### src/rtl/lift_motion_ctrl.sv
// Car-side motion controller for a 3-floor lift: collective up/down scheduling,
// floor travel and door dwell paced by the shared slowref tick.
module lift_motion_ctrl #(
  parameter int unsigned FLOOR_TICKS = 4,
  parameter int unsigned DOOR_TICKS  = 3
) (
  input  logic       clk,
  input  logic       reset,
  input  logic       slowref,
  input  logic [2:0] upreq,
  input  logic [2:0] dnreq,
  input  logic [2:0] flreq,
  output logic       upsig,
  output logic       dnsig,
  output logic       moving,
  output logic [1:0] floorno,
  output logic       door_open,
  output logic [2:0] clrup,
  output logic [2:0] clrdn,
  output logic [2:0] clr_flreq
);

  typedef enum logic [1:0] {S_IDLE, S_MOVE_UP, S_MOVE_DN, S_DOOR} state_t;

  localparam logic [7:0] L_FLOOR_LAST = 8'(FLOOR_TICKS - 1);
  localparam logic [7:0] L_DOOR_LAST  = 8'(DOOR_TICKS - 1);

  state_t     r_state;
  logic       r_dirup;
  logic [7:0] r_cnt;
  logic [1:0] r_floor;
  logic       r_upsig, r_dnsig, r_door;
  logic [2:0] r_clrup, r_clrdn, r_clr_fl;

  function automatic logic [2:0] f_onehot(input logic [1:0] f);
    case (f)
      2'd0:    return 3'b001;
      2'd1:    return 3'b010;
      2'd2:    return 3'b100;
      default: return 3'b000;
    endcase
  endfunction

  function automatic logic [2:0] f_above(input logic [1:0] f);
    case (f)
      2'd0:    return 3'b110;
      2'd1:    return 3'b100;
      default: return 3'b000;
    endcase
  endfunction

  function automatic logic [2:0] f_below(input logic [1:0] f);
    case (f)
      2'd1:    return 3'b001;
      2'd2:    return 3'b011;
      default: return 3'b000;
    endcase
  endfunction

  logic [2:0] w_upm, w_dnm, w_pend;
  logic [1:0] w_f_up, w_f_dn;
  logic [2:0] w_oh_cur, w_oh_up, w_oh_dn;
  logic       w_pend_here, w_above, w_below, w_ahead_up, w_behind_dn;
  logic       w_up_stop, w_dn_stop;

  // Up calls cannot exist at the top floor, nor down calls at the bottom.
  assign w_upm  = upreq & 3'b011;
  assign w_dnm  = dnreq & 3'b110;
  assign w_pend = flreq | w_upm | w_dnm;

  assign w_f_up   = r_floor + 2'd1;
  assign w_f_dn   = r_floor - 2'd1;
  assign w_oh_cur = f_onehot(r_floor);
  assign w_oh_up  = f_onehot(w_f_up);
  assign w_oh_dn  = f_onehot(w_f_dn);

  assign w_pend_here = |(w_pend & w_oh_cur);
  assign w_above     = |(w_pend & f_above(r_floor));
  assign w_below     = |(w_pend & f_below(r_floor));
  assign w_ahead_up  = |(w_pend & f_above(w_f_up));
  assign w_behind_dn = |(w_pend & f_below(w_f_dn));

  assign w_up_stop = (|((flreq | w_upm) & w_oh_up)) | w_oh_up[2]
                   | ((|(w_dnm & w_oh_up)) & !w_ahead_up);
  assign w_dn_stop = (|((flreq | w_dnm) & w_oh_dn)) | w_oh_dn[0]
                   | ((|(w_upm & w_oh_dn)) & !w_behind_dn);

  // Floor and direction the door would open with if DOOR were entered this clk.
  logic [2:0] w_door_oh, w_door_clrup, w_door_clrdn;
  logic       w_door_dir;

  always_comb begin
    // NOTE: every signal gets a default first so no path through the case infers a latch.
    w_door_oh  = w_oh_cur;
    w_door_dir = r_dirup;
    case (r_state)
      S_IDLE: begin
        if (|(w_upm & w_oh_cur))      w_door_dir = 1'b1;
        else if (|(w_dnm & w_oh_cur)) w_door_dir = 1'b0;
      end
      S_MOVE_UP: begin
        w_door_oh = w_oh_up;
        if (!(|(w_upm & w_oh_up)) && !w_ahead_up) w_door_dir = 1'b0;
      end
      S_MOVE_DN: begin
        w_door_oh = w_oh_dn;
        if (!(|(w_dnm & w_oh_dn)) && !w_behind_dn) w_door_dir = 1'b1;
      end
      default: ;
    endcase
  end

  assign w_door_clrup = w_door_dir ? (w_door_oh & 3'b011) : 3'b000;
  assign w_door_clrdn = w_door_dir ? 3'b000 : (w_door_oh & 3'b110);

  always_ff @(posedge clk or posedge reset) begin
    // NOTE: sequential state uses non-blocking assignments so every register samples pre-edge values.
    if (reset) begin
      r_state  <= S_IDLE;
      r_dirup  <= 1'b1;
      r_cnt    <= '0;
      r_floor  <= '0;
      r_upsig  <= 1'b0;
      r_dnsig  <= 1'b0;
      r_door   <= 1'b0;
      r_clrup  <= '0;
      r_clrdn  <= '0;
      r_clr_fl <= '0;
    end else begin
      case (r_state)
        S_IDLE: begin
          r_cnt <= '0;
          if (w_pend_here) begin
            r_state  <= S_DOOR;
            r_dirup  <= w_door_dir;
            r_door   <= 1'b1;
            r_clr_fl <= w_door_oh;
            r_clrup  <= w_door_clrup;
            r_clrdn  <= w_door_clrdn;
          end else if (r_dirup && w_above) begin
            r_state <= S_MOVE_UP;
            r_upsig <= 1'b1;
          end else if (w_below) begin
            r_state <= S_MOVE_DN;
            r_dirup <= 1'b0;
            r_dnsig <= 1'b1;
          end else if (w_above) begin
            r_state <= S_MOVE_UP;
            r_dirup <= 1'b1;
            r_upsig <= 1'b1;
          end
        end

        S_MOVE_UP, S_MOVE_DN: begin
          if (slowref) begin
            if (r_cnt == L_FLOOR_LAST) begin
              r_cnt   <= '0;
              r_floor <= (r_state == S_MOVE_UP) ? w_f_up : w_f_dn;
              if ((r_state == S_MOVE_UP) ? w_up_stop : w_dn_stop) begin
                r_state  <= S_DOOR;
                r_dirup  <= w_door_dir;
                r_upsig  <= 1'b0;
                r_dnsig  <= 1'b0;
                r_door   <= 1'b1;
                r_clr_fl <= w_door_oh;
                r_clrup  <= w_door_clrup;
                r_clrdn  <= w_door_clrdn;
              end
            end else begin
              r_cnt <= r_cnt + 8'd1;
            end
          end
        end

        S_DOOR: begin
          if (slowref) begin
            if (r_cnt == L_DOOR_LAST) begin
              r_state  <= S_IDLE;
              r_cnt    <= '0;
              r_door   <= 1'b0;
              r_clr_fl <= '0;
              r_clrup  <= '0;
              r_clrdn  <= '0;
            end else begin
              r_cnt <= r_cnt + 8'd1;
            end
          end
        end

        default: r_state <= S_IDLE;
      endcase
    end
  end

  assign upsig     = r_upsig;
  assign dnsig     = r_dnsig;
  assign moving    = r_upsig | r_dnsig;
  assign floorno   = r_floor;
  assign door_open = r_door;
  assign clrup     = r_clrup;
  assign clrdn     = r_clrdn;
  assign clr_flreq = r_clr_fl;

endmodule

### config.mk
export PLATFORM = sky130hd
export DESIGN_NAME = lift_motion_ctrl
export DESIGN_NICKNAME = d
export VERILOG_FILES = /design/src/rtl/lift_motion_ctrl.sv
export SDC_FILE = /design/constraint.sdc
export NUM_CORES = 1
export LEC_CHECK = 0
export CAP_MARGIN = 40
export CORE_AREA = 3 3 63 65
export DETAILED_ROUTE_END_ITERATION = 8
export DIE_AREA = 0 0 66 68
export PLACE_DENSITY = 0.72
export SKIP_LAST_GASP = 1
export SYNTH_ARGS = -nofsm -noshare
export SYNTH_HDL_FRONTEND = slang
export SYNTH_SLANG_ARGS = --single-unit
### constraint.sdc
create_clock -name clk -period 3.2 [get_ports clk]
set_clock_uncertainty 0.15 [all_clocks]
set_input_delay 0.64 -clock clk [delete_from_list [all_inputs] [get_ports clk]]
set_output_delay 0.64 -clock clk [all_outputs]
set_load 0.005 [all_outputs]
**Word level (Yosys, flattened, before mapping)**

Index checks and enable logic that the tools add are counted.

- Register bits after elaboration: 25
- Bits in latches: 0
- Memory bits (writable): 0
- Memory bits (read-only): 0
- Input bits: 12
- Output and inout bits: 15
- Logic and storage cells: 169
- Memories kept: 0

- $add $sub $neg: 3
- $mul: 0
- Div/mod/pow operators: 0
- $lt $le $gt $ge: 0
- Equal/unequal tests: 25
- Shift-type cells: 0
- Muxes and demuxes: 75
- Bitwise logic cells: 23
- Reduce and logical (&&, ||, !) cells: 33

Operator list:

| operator | number |
|---|---|
| 3-bit case mux with 3 select lines | 6 |
| 3-bit two-way mux | 15 |
| 3-bit OR reduction | 13 |
| 8-bit two-way mux | 4 |
| 3-bit bitwise AND | 10 |
| 1-bit two-way mux | 27 |
| 8-bit case mux with 3 select lines | 1 |
| 2-bit two-way mux | 11 |
| 2-bit != test (second input constant) | 9 |
| 3-bit case mux with 2 select lines | 3 |
| 6-bit AND reduction | 3 |
| 8-bit by 2-bit == test with 1-bit output (second input constant) | 2 |
| 7-bit AND reduction | 2 |
| 2-bit == test (second input constant) | 5 |
| 2-bit by 3-bit bitwise AND with 3-bit output | 3 |
| 3-bit != test (second input constant) | 3 |
| 8-bit by 1-bit adder with 8-bit output (second input constant) | 1 |
| 2-bit by 1-bit == test with 1-bit output (second input constant) | 4 |
| 2-bit zero test | 4 |
| 2-bit case mux with 2 select lines | 2 |
| 3-bit bitwise OR | 2 |
| 1-bit case mux with 2 select lines | 3 |
| 1-bit case mux with 3 select lines | 2 |
| 2-bit case mux with 3 select lines | 1 |
| other kinds (13) | 23 |

**Longest topological paths before layout**

Gate-level depths: netlist of run 1.

- Depth after elaboration: 14
- Mapped depth: 9
- Gate-level depth less buffers: 8

**Worst setup path after synthesis of run 1**

OpenSTA, ideal clock, no wires.

- Path kind: register to register
- Start: register r_floor[0], in the netlist floorno[0]
- End: register r_clr_fl[1], in the netlist clr_flreq[1]
- Library setup time: 0.125 ns
- Arrival: 2.172 ns
- Data required time: 2.925 ns
- Slack: 0.753 ns
- Stages on the path, launching flop included: 8
- Buffers on the path: 0
- Clock period less this slack: 2.447 ns
- Cell sequence: dfrtp_1 -> inv_1 -> ha_1 -> o211a_1 -> a2111oi_2 -> o31ai_4 -> nand2_4 -> mux2_2

- Word-level cells in the longest chain between the ends: 11
- Elaborated cells between the ends (all ways): 48
- Those cells by class: add/sub: 2; eq/ne: 8; mux: 12; bitwise: 13; reduce/logical: 13

RTL lines:

| element | line | RTL |
|---|---|---|
| start, declared | 31 | `logic [1:0] r_floor;` |
| start signal, assigned | 158 | `r_floor <= (r_state == S_MOVE_UP) ? w_f_up : w_f_dn;` |
| 2-bit by 1-bit subtractor with 2-bit output or 2-bit by 1-bit adder with 2-bit output (tied branches) | 72, 71 |  |
| 2-bit == test, or another cell as far along | 36, 53 |  |
| 2-bit case mux with 2 select lines or 3-bit case mux with 2 select lines (tied branches) | 53, 45 |  |
| 3-bit bitwise AND (on tied branches) | 81, 80 |  |
| 3-bit OR reduction (on tied branches) | 81, 80 |  |
| 1-bit zero test (on tied branches) | 86, 84 |  |
| 1-bit bitwise AND (on tied branches) | 86, 84 |  |
| 1-bit bitwise OR (on tied branches) | 86, 84 |  |
| 1-bit two-way mux | 159 | `if ((r_state == S_MOVE_UP) ? w_up_stop : w_dn_stop) begin` |
| 2-bit != test (no source line) | n/a |  |
| 6-bit AND reduction (no source line) | n/a |  |
| end signal, assigned | 137 | `r_clr_fl <= w_door_oh;` |
| end signal, assigned | 165 | `r_clr_fl <= w_door_oh;` |
| end, declared | 33 | `logic [2:0] r_clrup, r_clrdn, r_clr_fl;` |

Several ways; a longest one is shown, not always the timed one. The select of a mux whose other input is x is not followed.
A chain may end at the register's enable or synchronous reset.

**Final worst setup path of run 1**

- Start: input upreq[1]
- End: register r_clrdn[1], in the netlist clrdn[1]

- Word-level cells in the longest chain between the ends: 13
- Elaborated cells between the ends (all ways): 40
- Those cells by class: eq/ne: 2; mux: 11; bitwise: 14; reduce/logical: 13

RTL lines:

| element | line | RTL |
|---|---|---|
| start, declared | 10 | `input logic [2:0] upreq,` |
| 3-bit by 2-bit bitwise OR with 3-bit output | 69, 83 |  |
| 3-bit bitwise OR | 69 | `assign w_pend = flreq \| w_upm \| w_dnm;` |
| 3-bit bitwise AND (on tied branches) | 81, 80 |  |
| 3-bit OR reduction (on tied branches) | 81, 80 |  |
| 1-bit zero test (on tied branches) | n/a |  |
| 1-bit logical AND (on tied branches) | 107, 103 |  |
| 1-bit two-way mux (on tied branches) | 107, 103 |  |
| 1-bit case mux with 3 select lines | 96 | `case (r_state)` |
| 3-bit two-way mux | 114 | `assign w_door_clrdn = w_door_dir ? 3'b000 : (w_door_oh & 3'b110);` |
| 3-bit two-way mux | 159 |  |
| 3-bit two-way mux | 156 | `if (r_cnt == L_FLOOR_LAST) begin` |
| 3-bit two-way mux | 155 | `if (slowref) begin` |
| 3-bit case mux with 3 select lines | 130 | `case (r_state)` |
| end signal, assigned | 139 | `r_clrdn <= w_door_clrdn;` |
| end signal, assigned | 167 | `r_clrdn <= w_door_clrdn;` |
| end, declared | 33 |  |

Several ways; a longest one is shown, not always the timed one. The select of a mux whose other input is x is not followed.

==> results.json, run 1 <==
{
  "met1_length_um": 1500,
  "clock.fmax_mhz": 368,
  "port_buffers": 22,
  "die_area_um2": 4490,
  "r2r_slack_ps": 560,
  "antenna_cells": 0,
  "maxCapViolations": 0,
  "start_util_pct": 50.0,
  "ir_drop_uv": 269,
  "cp_max_fo": 8,
  "synth_area_um2": 1690,
  "timing.setup.tns_ps": 0,
  "yosys-top-cells-area": "dfrtp_1, ha_1, nor2_1",
  "design_area_um2": 1990,
  "worstPathArrival_ps": 2760,
  "synth-seq-cells": 23,
  "worst_slack_ps": 485,
  "endpoint_kind": "flip-flop",
  "drt_iter0_drc": 104,
  "slew_violations": 0,
  "worstSkewPairLatency_ps": 310,
  "path_clk_slew_ps": 130,
  "p_leak_nw": 0.874,
  "dpl-instance-area_um2": 1960,
  "postCtsResizedCells": 0,
  "worstHoldPathCells": 1,
  "startpoint_type": "input pin",
  "drive_above_1_share_pct": 13.6,
  "synth_ff_type": "dfrtp_1",
  "synth_top_area_share_pct": 32.5,
  "yosys_warnings": 0,
  "final-seq-area_um2": 577,
  "min_period_ps": 2710,
  "cellPowerDensity_nw_per_um2": 230,
  "setup_viol": 0,
  "io_pins": 27,
  "finalHoldWorstSlack_ps": 365,
  "highest_layer": "met4",
  "synth_top_cell_by_area": "dfrtp_1",
  "hp-class": "flip-flop to flip-flop",
  "rows": 21,
  "cts_tree": "built",
  "crit_type": "input pin to flip-flop",
  "post_cts_buffers": 0,
  "syn2layout_area_growth_pct": 17.6,
  "num_vias": 1463,
  "syn_inst": 185,
  "grt_pass1_wl_um": 6270,
  "reg2reg_depth": 8,
  "rsz0062_at_grt": "false",
  "critPathRequiredTime_ps": 3250,
  "power_mw": 0.459,
  "fillCellCount": 311,
  "cts_sinks": 23,
  "post-place-ws_ps": 167,
  "synth.most_common_cell": "nor2_1",
  "wl_per_cell_um": 14.3,
  "period_share_pct": 84.8,
  "drt_pre_antenna_iters": 4,
  "drc_errors": 0,
  "synth_async_sr_flop_share_pct": 100,
  "cts_hold_buf": 0,
  "grt_max_degree": 17,
  "ys_types": 53,
  "grt_pass1_vias": 1417,
  "fin_nets": 232,
  "antenna_left": 0,
  "finalHoldViolations": 0,
  "avgViaCountPerCell": 5.81,
  "wl_um": 3600,
  "status": "finished clean",
  "grt.overflow.total": 0,
  "yosysSeqAreaShare_pct": 34.0,
  "die_height_um": 68,
  "synth_edf_count": 0,
  "cts_buffers": 3,
  "wl_met3_um": 183,
  "ys_top_cells_by_count": "nor2_1, dfrtp_1, ha_1, inv_1, nand2_1",
  "clk_path_buf_depth": 2,
  "core_um2": 3390,
  "syn_area_per_cell_um2": 9.16,
  "cts_root_buf": "clkbuf_4",
  "antenna_found_initial": 0,
  "chipWidth_um": 66,
  "multi_input_area_um2": 1030,
  "dp_hpwl_um": 2850,
  "gp_congestion": 0.831,
  "cts_max_level": 1,
  "met2_wirelength_um": 1880,
  "grt_util_all_layers_pct": 17.9
}
==> cell families after synthesis <==
group | synth area share [%]
and+or+nand+nor | 17.8
AOI/OAI and AO/OA | 22.7
DFF | 34.0
buffers and inverters | 5.61
adders and majority gates | 9.60
muxes | 6.94
xor gates and xnor gates | 3.10
other | 0.221
==> layout make-up <==
type	instances	share of cell area, %
clock buffers	3	1.13
clock inverters	1	0.251
inverters	13	2.45
multi-input cells	142	51.5
flip-flops and latches	23	29.0
well taps	46	2.89
repair buffers	24	12.8
==> critical path, stage by stage <==
cell and delay [ps]:
clkdlybuf4s50_1 500, or3_4 450, nand2_2 120, a2111oi_2 100
o31ai_4 440, nand2_4 160, mux2_1 340
==> where the power goes <==
| group | leakage (nW) | switching (mW) | total [mW] | internal (mW) |
|---|---|---|---|---|
| Combinational | 0.548 | 0.0175 | 0.0341 | 0.0167 |
| Clock | 0.0177 | 0.0870 | 0.134 | 0.0467 |
| Sequential | 0.308 | 0 | 0.291 | 0.291 |
==> through the flow <==
stage	util (%)	std cells
after floorplan	-	186
after global placement	57.1	247
after detailed placement	58.0	248
after CTS	58.8	252
after global routing	58.8	252
final	58.8	252
==> cell usage in the layout (no fill, tap or decap), drive strengths merged, types with 3 or more instances in the layout <==
| cell type | count |
|---|---|
| nand4 | 4 |
| a21oi | 6 |
| nand3 | 6 |
| a221oi | 3 |
| dfrtp | 22 |
| nor2 | 23 |
| ha | 13 |
| a31oi | 3 |
| clkbuf | 3 |
| o21ai | 11 |
| a22oi | 3 |
| nand2 | 14 |
| inv | 13 |
| nor3 | 4 |
| or2 | 3 |
| clkdlybuf4s50 | 22 |
| xnor2 | 4 |
| mux2 | 8 |
==> state kept, by name, summed over array words and instances, names as in the netlist <==
| register | count |
|---|---|
| r_state | 2 |
| door_open | 1 |
| clr_flreq | 3 |
| clrdn | 2 |
| clrup | 2 |
| r_cnt | 8 |
| r_dirup | 1 |
| upsig | 1 |
| floorno | 2 |
| dnsig | 1 |
==> worst paths after layout <==
path,startpoint,end
min,clrup[1]$_DFFE_PP0P_,clrup[1]$_DFFE_PP0P_
max,upreq[1],clrdn[1]$_DFFE_PP0P_
max in group asynchronous,reset,r_dirup$_DFFE_PP1P_
max reg2reg,floorno[0]$_DFFE_PP0P_,clrdn[1]$_DFFE_PP0P_
min reg2reg,clrup[1]$_DFFE_PP0P_,clrup[1]$_DFFE_PP0P_
min in group asynchronous,reset,r_cnt[6]$_DFFE_PP0P_
==> layer usage <==
| metal | up-vias | GRT usage (%) |
|---|---|---|
| met5 | - | 0 |
| met4 | 0 | 3.81 |
| met3 | 8 | 3.45 |
| met2 | 54 | 32.9 |
| met1 | 693 | 21.7 |
| li1 | 708 | - |
(Power assumes the default switching activity.)
==> run 2, diff against run 1 <==
Clock period 3.2 ns to 2.78 ns, I/O delays scaled along.
==> results.json, run 2 (synthesized netlist as in run 1, its figures left out) <==
{
  "rr_startpoint": "floorno[0]$_DFFE_PP0P_",
  "cp_cell_sequence": "inv_1 > ha_1 > a222oi_1 > o21ai_1 > a32o_1 > a311o_1 > a2111oi_2 > mux2_1",
  "startpoint_type": "flip-flop",
  "cts_buffers": 3,
  "endpoint_kind": "flip-flop",
  "multi_input_area_um2": 1030,
  "fillCellCount": 295,
  "grt_util_all_layers_pct": 18.3,
  "die_height_um": 68,
  "rsz0062_at_grt": "false",
  "wl_per_cell_um": 14.2,
  "avgViaCountPerCell": 5.79,
  "grt_pass1_wl_um": 6400,
  "p_seq_share_pct": 63.0,
  "fin_nets": 244,
  "finalHoldViolations": 0,
  "antenna_left": 0,
  "io_pins": 27,
  "design_area_um2": 2060,
  "cellPowerDensity_nw_per_um2": 258,
  "drive_above_1_share_pct": 18.8,
  "min_period_ps": 2580,
  "utilization_pct": 60.9,
  "switching_share_pct": 22.9,
  "grt_pass1_vias": 1469,
  "syn2layout_area_growth_pct": 21.8,
  "p_int_mw": 0.410,
  "antenna_found_initial": 0,
  "post_cts_buffers": 0,
  "port_buffers": 22,
  "cts_max_level": 1,
  "power.share.clock_pct": 29.2,
  "cts_root_buf": "clkbuf_4",
  "critPathRequiredTime_ps": 2890,
  "start_util_pct": 50.0,
  "drc_errors": 0,
  "p_comb_share_pct": 7.9,
  "worstSkewPairLatency_ps": 310,
  "slowest_delay_ps": 430,
  "final_common_cell": "nor2_1",
  "top_register": "r_cnt",
  "antenna_cells": 0,
  "cp_max_fo": 8,
  "worstPathArrival_ps": 2690,
  "maxCapViolations": 0,
  "cts_tree": "built",
  "period_share_pct": 92.8,
  "drt_iter0_drc": 96,
  "gp_congestion": 0.842,
  "setup_viol": 0,
  "dp_hpwl_um": 2890,
  "hold_start": "clrup[1]$_DFFE_PP0P_",
  "mostFrequentLayoutCells": "nor2_1, clkdlybuf4s50_1, dfrtp_1, buf_4",
  "chipWidth_um": 66,
  "status": "finished clean",
  "core_um2": 3390,
  "cts_sinks": 23,
  "largest_reg_flops": 8,
  "dpl-instance-area_um2": 2030,
  "crit_slowest_cell": "dfrtp_2",
  "hp-class": "flip-flop to flip-flop",
  "crit_type": "flip-flop to flip-flop",
  "grt.overflow.total": 0,
  "clk_path_buf_depth": 2,
  "slew_violations": 0,
  "die_area_um2": 4490,
  "clock.fmax_mhz": 388,
  "wl_um": 3750,
  "p_leak_nw": 0.921,
  "p_switching_mw": 0.122,
  "num_vias": 1528,
  "drt_pre_antenna_iters": 6,
  "rows": 21,
  "ir_drop_uv": 261,
  "grt_max_degree": 24,
  "path_clk_slew_ps": 130,
  "final-seq-area_um2": 578,
  "worstSetupStartpoint": "floorno[0]$_DFFE_PP0P_"
}
-- run 2: cell types whose count changed in the layout (fill, tap and decap cells not counted) --
| cell | delta |
|---|---|
| buf_16 | -1 |
| dfrtp_1 | -1 |
| dfrtp_2 | +1 |
| buf_4 | +13 |
-- run 2: layout make-up --
cell class / count / area share [%]
clock inverters: 1 / 0.243
flip-flops and latches: 23 / 28.0
multi-input cells: 142 / 49.7
repair buffers: 36 / 15.8
inverters: 13 / 2.37
well taps: 46 / 2.79
clock buffers: 3 / 1.09
-- run 2: what timing repair did --
item | CTS | global route
gates resized for setup | 0 | 1
hold endpoints to repair | 0 | 0
hold buffers | 0 | 0
setup endpoints to repair | 0 | 3
-- run 2: worst paths after layout --
kind	to	slack, ps	depth (start not counted)
max in group asynchronous	r_dirup$_DFFE_PP1P_	1790	3
min in group asynchronous	dnsig$_DFFE_PP0P_	410	3
setup reg to reg	clrdn[1]$_DFFE_PP0P_	200	8
setup / recovery	clrdn[1]$_DFFE_PP0P_	200	8
hold / removal	clrup[1]$_DFFE_PP0P_	370	1
hold reg to reg	clrup[1]$_DFFE_PP0P_	370	1
-- run 2: per-stage QoR --
stage | worst slack, ps | cells | power [mW] | TNS, ps | hold slack (ps)
finish | 200 | 264 | 0.531 | 0 | 367
global route | 41.7 | 264 | 0.562 | 0 | 397
CTS | 137 | 264 | 0.538 | 0 | 368
detailed placement | -94.7 | 260 | 0.382 | -416 | 338
global placement | -46.3 | 260 | 0.382 | -210 | 323
floorplan | 333 | 186 | 0.356 | 0 | 338
-- run 2: critical path: cells and delay by family (launching register included) --
family | cells | cell delay [ps]
adder cells (fa/ha/maj) | 1 | 320
multiplexers | 1 | 170
buffers and inverters | 1 | 100
AO/OA/AOI/OAI | 5 | 1350
flip-flops | 1 | 430
-- run 2: power by group through the flow --
stage                     clock (mW)  sequential [mW]  combinational, mW
after global routing           0.180            0.335             0.0463
after floorplan                    0            0.341             0.0154
final                          0.155            0.335             0.0418
after detailed placement           0            0.341             0.0415
after CTS                      0.162            0.335             0.0417
after global placement             0            0.341             0.0409
-- run 2: metal layers --
layer / vias up / GRT usage, % / routed length, um
li1: 728 / - / -
met1: 750 / 21.9 / 1570
met2: 40 / 32.3 / 1940
met3: 10 / 3.61 / 178
met4: 0 / 7.36 / 61
met5: - / 0 / 0
==> run 3, diff against run 2 <==
Settings changed: CORE_AREA 3 3 63 65 to 3 3 70 72, DIE_AREA 0 0 66 68 to 0 0 73 75, GPL_ROUTABILITY_DRIVEN from default to 0, PLACE_DENSITY 0.72 to default.
==> results.json, run 3 (synthesized netlist as in run 1, its figures left out) <==
{
  "design_area_um2": 2160,
  "cts_sinks": 23,
  "drc_errors": 0,
  "power.share.clock_pct": 35.0,
  "antenna_left": 0,
  "start_util_pct": 38.9,
  "rsz0062_at_grt": "false",
  "clock.fmax_mhz": 388,
  "p_comb_share_pct": 7.6,
  "avgViaCountPerCell": 5.24,
  "mostFrequentLayoutCells": "buf_4, nor2_1, dfrtp_1, clkdlybuf4s50_1, inv_1",
  "fin_nets": 254,
  "maxCapViolations": 0,
  "die_area_um2": 5480,
  "critPathRequiredTime_ps": 2830,
  "cts_root_buf": "clkbuf_8",
  "fillCellCount": 430,
  "p_switching_mw": 0.122,
  "dpl-instance-area_um2": 2120,
  "num_vias": 1468,
  "min_period_ps": 2580,
  "grt_util_all_layers_pct": 14.9,
  "core_um2": 4350,
  "crit_type": "flip-flop to flip-flop",
  "finalHoldWorstSlack_ps": 344,
  "worst_slack_ps": 202,
  "worstPathArrival_ps": 2630,
  "clk_path_buf_depth": 2,
  "cellPowerDensity_nw_per_um2": 269,
  "drive_above_1_share_pct": 21.9,
  "chipWidth_um": 73,
  "ir_drop_uv": 164,
  "reg2reg_depth": 8,
  "grt_pass1_wl_um": 6570,
  "r2r_end": "clrdn[1]$_DFFE_PP0P_",
  "wl_per_cell_um": 13.1,
  "period_share_pct": 92.7,
  "utilization_pct": 49.7,
  "cts_max_level": 1,
  "cts_hold_buf": 0,
  "p_int_mw": 0.461,
  "finalHoldViolations": 0,
  "port_buffers": 22,
  "r2r_slack_ps": 200,
  "postCtsResizedCells": 0,
  "p_seq_share_pct": 57.3,
  "cts_tree": "built",
  "post-place-ws_ps": -74.8,
  "worstSkewPairLatency_ps": 270,
  "startpoint_type": "flip-flop",
  "top_register": "r_cnt",
  "drt_iter0_drc": 78,
  "final_common_cell": "buf_4",
  "grt_max_degree": 24,
  "grt_pass1_vias": 1432,
  "slew_violations": 0,
  "status": "finished clean",
  "antenna_found_initial": 0,
  "worstHoldPathCells": 1,
  "cp_max_fo": 9,
  "antenna_cells": 0,
  "drt_pre_antenna_iters": 4,
  "switching_share_pct": 21.0,
  "rows": 24,
  "setup_viol": 0,
  "io_pins": 27,
  "post_cts_buffers": 0,
  "hold_end": "clrup[1]$_DFFE_PP0P_",
  "path_clk_slew_ps": 80,
  "largest_reg_flops": 8,
  "hp-class": "flip-flop to flip-flop",
  "rr_startpoint": "floorno[1]$_DFFE_PP0P_",
  "dp_hpwl_um": 2920,
  "endpoint_kind": "flip-flop",
  "p_leak_nw": 0.973,
  "grt.overflow.total": 0,
  "wl_um": 3680,
  "cts_buffers": 3,
  "die_height_um": 75,
  "syn2layout_area_growth_pct": 27.8,
  "hold_start": "clrup[1]$_DFFE_PP0P_"
}
run 3: cell count changes in the layout (fill, tap and decap cells not counted):
cell | previous run | this run
clkbuf_8 | 0 | 3
ha_2 | 0 | 1
clkbuf_1 | 0 | 1
clkinv_2 | 1 | 0
ha_1 | 13 | 12
dfrtp_1 | 21 | 22
dfrtp_2 | 1 | 0
buf_4 | 14 | 24
clkbuf_4 | 3 | 0
run 3: area by class of cell:
cell class	instances	area (um^2)	area share (%)
Clock buffer	4	45.0	2.08
Inverter	13	48.8	2.25
Multi-Input combinational cell	142	1030	47.5
Sequential cell	23	577	26.6
Tap cell	52	65.1	3.01
Timing Repair Buffer	46	400	18.5
run 3: power by group through the flow:
| stage | clock [mW] | combinational (mW) | sequential [mW] |
|---|---|---|---|
| floorplan | 0 | 0.0154 | 0.341 |
| global placement | 0 | 0.0448 | 0.341 |
| detailed placement | 0 | 0.0451 | 0.341 |
| CTS | 0.215 | 0.0452 | 0.334 |
| global route | 0.232 | 0.0498 | 0.334 |
| finish | 0.204 | 0.0445 | 0.334 |
run 3: worst max path at each step:
| stage | startpoint | to | slack (ps) | depth (start not counted) |
|---|---|---|---|---|
| floorplan | floorno[0]$_DFFE_PP0P_ | clr_flreq[1]$_DFFE_PP0P_ | 330 | 7 |
| global placement | upreq[1] | clrdn[1]$_DFFE_PP0P_ | -80 | 8 |
| detailed placement | upreq[1] | clrdn[1]$_DFFE_PP0P_ | -70 | 8 |
| CTS | floorno[0]$_DFFE_PP0P_ | clrdn[1]$_DFFE_PP0P_ | 150 | 8 |
| global route | floorno[1]$_DFFE_PP0P_ | clrdn[1]$_DFFE_PP0P_ | 10 | 8 |
| finish | floorno[1]$_DFFE_PP0P_ | clrdn[1]$_DFFE_PP0P_ | 200 | 8 |
run 3: metal layers:
metal	up-vias	track usage, %	part of all wire, %
met2	24	25.5	48
met5	-	0	0
met4	0	1.84	0.46
met1	692	20.4	48
li1	749	-	-
met3	3	2.40	3.5
run 3: critical path, cell delays in order, from the launching register on:
cell	delay (ps)
dfrtp_1	420
inv_1	110
ha_1	330
a222oi_1	350
o21ai_1	110
a32o_1	220
a311o_1	360
a2111oi_2	290
mux2_1	170
run 3: through the flow:
| step | setup TNS, ps | instances | power (mW) |
|---|---|---|---|
| 2_1_floorplan | 0 | 186 | 0.356 |
| 3_3_place_gp | -423 | 276 | 0.386 |
| 3_5_place_dp | -400 | 276 | 0.386 |
| 4_1_cts | 0 | 280 | 0.594 |
| 5_1_grt | 0 | 280 | 0.616 |
| 6_report | 0 | 280 | 0.583 |
